[config.mk]
export PLATFORM = sky130hd
export DESIGN_NAME = pow8_credit_buffer
export DESIGN_NICKNAME = d
export VERILOG_FILES = /design/src/rtl/pow8_credit_buffer.sv
export SDC_FILE = /design/constraint.sdc
export NUM_CORES = 1
export LEC_CHECK = 0
export ABC_CLOCK_PERIOD_IN_PS = 8600
export BUFFER_PORTS_ARGS = -buffer_cell sky130_fd_sc_hd__buf_2
export CAP_MARGIN = 20
export CORE_MARGIN = 2
export CORE_UTILIZATION = 60
export DETAILED_ROUTE_END_ITERATION = 16
export PLACE_DENSITY = 0.88
export SLEW_MARGIN = 0
export SYNTH_ARGS = -nofsm -noshare
export SYNTH_HDL_FRONTEND = slang
export SYNTH_SLANG_ARGS = --single-unit
export TNS_END_PERCENT = 50
[constraint.sdc]
create_clock -name clk -period 8.6 [get_ports clk]
set_input_delay 0.43 -clock clk [delete_from_list [all_inputs] [get_ports clk]]
set_output_delay 0.43 -clock clk [all_outputs]
set_load 0.02 [all_outputs]
[src/rtl/pow8_credit_buffer.sv]
// pow8_credit_buffer: credit-gated FWFT FIFO absorbing the power-of-8 result stream.
module pow8_credit_buffer #(
  parameter int DEPTH = 8,
  parameter int DW = 64
) (
  input  logic                       clk,
  input  logic                       reset_n,
  input  logic                       i_launch,
  output logic                       o_launch_ok,
  input  logic                       i_valid,
  input  logic [DW-1:0]              i_data,
  output logic                       o_valid,
  output logic [DW-1:0]              o_data,
  input  logic                       i_ready,
  output logic [$clog2(DEPTH):0]     o_count,
  output logic                       o_overflow,
  output logic                       o_proto_err
);
  localparam int AW = $clog2(DEPTH);
  localparam int CW = AW + 1;
  localparam logic [CW-1:0] FULL = CW'(DEPTH);
  logic [DW-1:0] mem [DEPTH];
  logic [AW-1:0] wptr, rptr;
  logic [CW-1:0] inflight, inflight_nxt;
  logic push, pop, proto_hit;
  assign o_valid = o_count != '0;
  assign o_data = mem[rptr];
  assign pop = o_valid & i_ready;
  assign push = i_valid & ((o_count < FULL) | pop);
  // credits cover both stored and still-in-pipeline results
  assign o_launch_ok = ({1'b0, o_count} + {1'b0, inflight}) < {1'b0, FULL};
  assign inflight_nxt = (i_launch & ~i_valid) ? ((inflight == FULL) ? FULL : inflight + CW'(1))
                      : (i_valid & ~i_launch & (inflight != '0)) ? inflight - CW'(1)
                      : inflight;
  assign proto_hit = (i_launch & ~o_launch_ok) | (i_valid & ~i_launch & (inflight == '0));
  always_ff @(posedge clk or negedge reset_n) begin
    if (!reset_n) begin
      wptr <= '0;
      rptr <= '0;
      o_count <= '0;
      inflight <= '0;
      o_overflow <= 1'b0;
      o_proto_err <= 1'b0;
    end else begin
      if (push) wptr <= wptr + AW'(1);
      if (pop) rptr <= rptr + AW'(1);
      o_count <= o_count + CW'(push) - CW'(pop);
      inflight <= inflight_nxt;
      o_overflow <= o_overflow | (i_valid & ~push);
      o_proto_err <= o_proto_err | proto_hit;
    end
  end
  always_ff @(posedge clk) if (push) mem[wptr] <= i_data;
endmodule

* Word-level counts from Yosys, hierarchy flattened
Memories as Yosys holds them, arrays and structs flattened.
Index checks and enable logic that the tools add are counted.
** Storage, ports and cells
- Flip-flop bits (word level) :: 16
- RAM bits :: 512
- Bits of input ports :: 69
- Output and inout port bits :: 72
- Memories kept :: 1
** Memory list
- mem :: depth 8, width 64, read ports 1, clocked after memory_dff 0, write ports 1, RTL line 22 : logic [DW-1:0] mem [DEPTH];
** Operators by class
- $add $sub $neg :: 7
- $lt $le $gt $ge :: 2
- Eq/ne operators :: 1
- Muxes and demuxes :: 5
- Bitwise logic cells :: 16
- Reductions and logical operators :: 4
** Operators by type and width (number)
- 4-bit 2-to-1 mux :: 3
- 1-bit AND :: 8
- 4-bit nonzero test :: 2
- 3-bit by 1-bit adder with 3-bit output, second input constant :: 2
- 4-bit by 4-bit adder with 5-bit output :: 1
- 5-bit by 4-bit < comparator with 1-bit output, second input constant :: 1
- 4-bit by 1-bit adder with 4-bit output :: 1
- 4-bit by 1-bit adder with 4-bit output, second input constant :: 1
- 4-bit equality test, second input constant :: 1
- 4-bit zero test :: 1
- 4-bit < comparator, second input constant :: 1
- 1-bit NOT :: 4
- 1-bit OR :: 4
- 4-bit by 1-bit subtractor with 4-bit output :: 1
- 4-bit by 1-bit subtractor with 4-bit output, second input constant :: 1
- 1-bit 2-to-1 mux :: 2
- 2-bit nonzero test :: 1

* Logic depth before layout (Yosys ltp)
- Word-level depth :: 7
- Mapped depth :: 11
- Gate-level depth less buffers :: 11

* Worst setup path after synthesis
OpenSTA, ideal clock, no wires.
- Kind :: register to register
- Start point :: reg o_count[3]
- End point :: mem mem[0][0] (enable)
- Setup time :: 565 ps
- Arrival :: 5493 ps
- Data required time :: 8035 ps
- Slack :: 2543 ps
- Cell stages (with the launch flop) :: 6
- Buffers on the path :: 0
- Clock period less this slack :: 6057 ps
- Path through :: dfrtp_1 inv_1 ha_1 or4bb_1 nand4b_1 nor3_1
** On the way
- Cells in the longest elaborated chain, start to end :: 6
- Elaborated cells on any way between the ends :: 7
** RTL lines
- start, declared :: RTL line 15 : output logic [$clog2(DEPTH):0] o_count,
- start signal, assigned :: RTL line 47 : o_count <= o_count + CW'(push) - CW'(pop);
- branches (longest 2 deep; another with 4-bit < comparator)
- 1-bit OR (*) :: RTL line 29 : assign push = i_valid & ((o_count < FULL) | pop);
- 1-bit AND (*) :: RTL line 29
- 1-bit 2-to-1 mux (*) :: RTL line 53 : always_ff @(posedge clk) if (push) mem[wptr] <= i_data;
- 1-bit 2-to-1 mux (implied by the code) (*) :: RTL line 53
- end, declared :: RTL line 22
Every way passes the cells marked *.

* Worst setup path in the final report
- Start point :: reg rptr[0]
- End point :: out o_data[18]
** On the way
- Cells in the longest elaborated chain, start to end :: 1
** RTL lines
- start, declared :: RTL line 23 : logic [AW-1:0] wptr, rptr;
- start signal, assigned :: RTL line 46 : if (pop) rptr <= rptr + AW'(1);
- memory read 8 x 64 bit
- end, declared :: RTL line 13 : output logic [DW-1:0] o_data,
No other way between the ends.

==> flow_summary_export.csv <==
group,metric,value,unit
timing,holdWs,0.150,ns
floorplan,die_x,188,um
placed_design,routabilityCongestion,0.715,
timing,fin_setup_tns,0,ns
layout,fillers,2030,
floorplan,rows,67,
placed_design,dp.cells,1409,
global_routing,grt_max_degree,65,
power_and_ir_drop,power.density,345,mW/mm^2
critical_path,critPathArrivalTime,3.49,ns
layout,area_growth,13.6,%
cts,cts_setup_buffers,0,
timing,finClkSkew,0.0133,ns
timing,relSlewSlack,26.0,%
layout,nets,1097,
cts,path_clk_slew,0.06,ns
timing,max_freq,255,MHz
synthesis,ys_ff_latch,528,
routing,avgViaCountPerCell,6.18,
floorplan,start_util,60.7,%
synthesis,synth_area_per_cell,24.0,sq um
placed_design,dp_hpwl,20400,um
routing,firstDrtPassIters,5,
synthesis,ys.flop_type,"edfxtp_1",
layout,fin_cells,1502,
run_status,status,"finished clean",
layout,final_util,69.0,%
floorplan,pin_count,141,
timing,worst_pin_slew,1.11,ns
placed_design,portBuffers,140,
synthesis,async_flop_share,3.03,%
timing,finalCriticalPeriod,3.92,ns
routing,wl_per_cell,26.4,um
synthesis,synth_fp_nets,927,
synthesis,ys_warn_count,0,
power_and_ir_drop,power,7.93,mW
power_and_ir_drop,peakVddDrop,0.254,mV
routing,ant_nets,0,
layout,final_area,0.0230,sq mm
timing,rsz0062_at_grt,"no",
layout,layout-drive-gt1-share,40.8,%
power_and_ir_drop,leakage,7.55,nW
cts,cts_tree,"done",
critical_path,start_kind,"flop",
global_routing,grt_pass1_wl,60000,um
global_routing,track_usage,22.9,%
routing,dr.first_iter.drc_count,1028,
timing,fin_crit_sh,45.5,%
cts,insertion_delay,0.55,ns
routing,num_vias,9281,
floorplan,die_y,188,um
floorplan,die_area,0.0352,sq mm
cts,htree_levels,2,
placed_design,post-place-ws,5.18,ns
routing,drt_wl_total,39700,um
timing,finalSetupViolations,0,
timing,setup_slack,4.68,ns
critical_path,crit_required,8.17,ns
timing,slew_violations,0,
synthesis,synth_edf_count,512,
cts,clock-sinks,528,
critical_path,crit_path_end_kind,"primary output",
synthesis,synth.distinct_cells,40,
cts,root_buffer,"clkbuf_16",
floorplan,core,0.0334,sq mm
run,drv_cap,0,
critical_path,path_class,"reg2out",
cts,numCtsBuffers,50,
cts,cts_buffer_depth,3,
routing,drc_errors,0,
synthesis,syn_area,0.0202,sq mm
hold_path,min_path_type,"in2reg",
global_routing,first_global_vias,9803,
synthesis,postSynthCellCount,845,
timing,hold_viol_final,0,
placed_design,post_dp_cell_area,0.0214,sq mm
global_routing,grt_overflow_total,0,
synthesis,ys_seq_area_share,77.9,%
critical_path,cp_max_fo,47,
global_routing,antenna_found_initial,6,
==> timing repair <==
item	4_1_cts	5_1_grt
hold endpoints to repair	16	0
hold buffers	1	0
resized for setup	0	0
==> area by class of cell <==
type                    instances  area, sq um  share of cell area, %
clock buffers                  68         1360                   5.91
multi-input cells             266         4240                   18.4
diodes                          3         7.51                 0.0326
flip-flops and latches        528        15800                   68.6
clock inverters                20          169                  0.734
inverters                      13         48.8                  0.212
well taps                     448          561                   2.44
repair buffers                156          836                   3.63
==> sequential cells by signal (all words and copies together), names as in the netlist <==
name / count
rptr: 3
o_count: 4
inflight: 4
o_overflow: 1
mem: 512
wptr: 3
o_proto_err: 1
==> metal layers <==
metal | GRT usage [%] | vias to the layer above | wire length (um)
met3 | 3.91 | 63 | 2700
met2 | 38.0 | 372 | 20200
met1 | 32.3 | 4917 | 15900
met4 | 6.33 | 6 | 864
met5 | 0 | - | 35
li1 | - | 3923 | -
==> power by group <==
part	internal, mW	switching [mW]
registers	3.19	0.247
clock network	1.19	0.871
logic	1.11	1.32
total	5.49	2.44
==> worst max-delay path, cell delays in order, from the launching register on <==
cell     delay [ns]
dfrtp_4        0.92
buf_4          0.82
mux4_2         0.60
mux2_2         0.30
buf_2          0.17
==> cells in the mapped netlist (5+ instances only) <==
cell type / count / share of area, %
nand2b_1: 5 / 0.15
clkbuf_1: 13 / 0.24
nor2_1: 6 / 0.11
buf_1: 9 / 0.17
mux2_2: 66 / 3.7
dfrtp_1: 16 / 2.0
xnor2_1: 5 / 0.22
mux4_2: 128 / 14
buf_6: 11 / 0.61
inv_1: 13 / 0.24
edfxtp_1: 512 / 76
ha_1: 12 / 0.74
==> final timing paths <==
check	from	end	slack [ns]	cells after the start
min in group asynchronous	reset_n	o_proto_err	0.35	2
min reg2reg	o_overflow	o_overflow	0.48	1
max	rptr[0]	o_data[18]	4.68	4
min	i_data[7]	mem[5][7]	0.15	1
max in group asynchronous	reset_n	rptr[2]	7.93	2
max reg2reg	o_count[3]	mem[7][62]	5.26	6
==> cells by family after synthesis <==
logic type,count (synthesis),share of synthesized area [%]
AO/OA/AOI/OAI,19,0.661
adder cells (fa/ha/maj),13,0.840
multiplexers,194,17.9
buffers and inverters,51,1.41
AND/OR/NAND/NOR,33,0.976
XOR/XNOR,7,0.303
flip-flops,528,77.9
==> cells in the final DEF (no fill, tap or decap), types with 3 or more instances in the layout <==
master / n
xnor2_1: 5
dfrtp_1: 13
inv_1: 13
clkbuf_16: 51
nand2_1: 3
edfxtp_1: 512
nand2b_1: 5
mux4_2: 128
dfrtp_4: 3
bufinv_16: 3
o21ai_0: 3
mux2_2: 66
clkinv_1: 8
ha_1: 12
a21oi_1: 4
nand4_1: 3
nor2_4: 6
diode_2: 3
clkbuf_1: 15
clkinv_2: 8
buf_4: 14
buf_2: 140
Note: power is estimated with default switching activity, not from simulation.
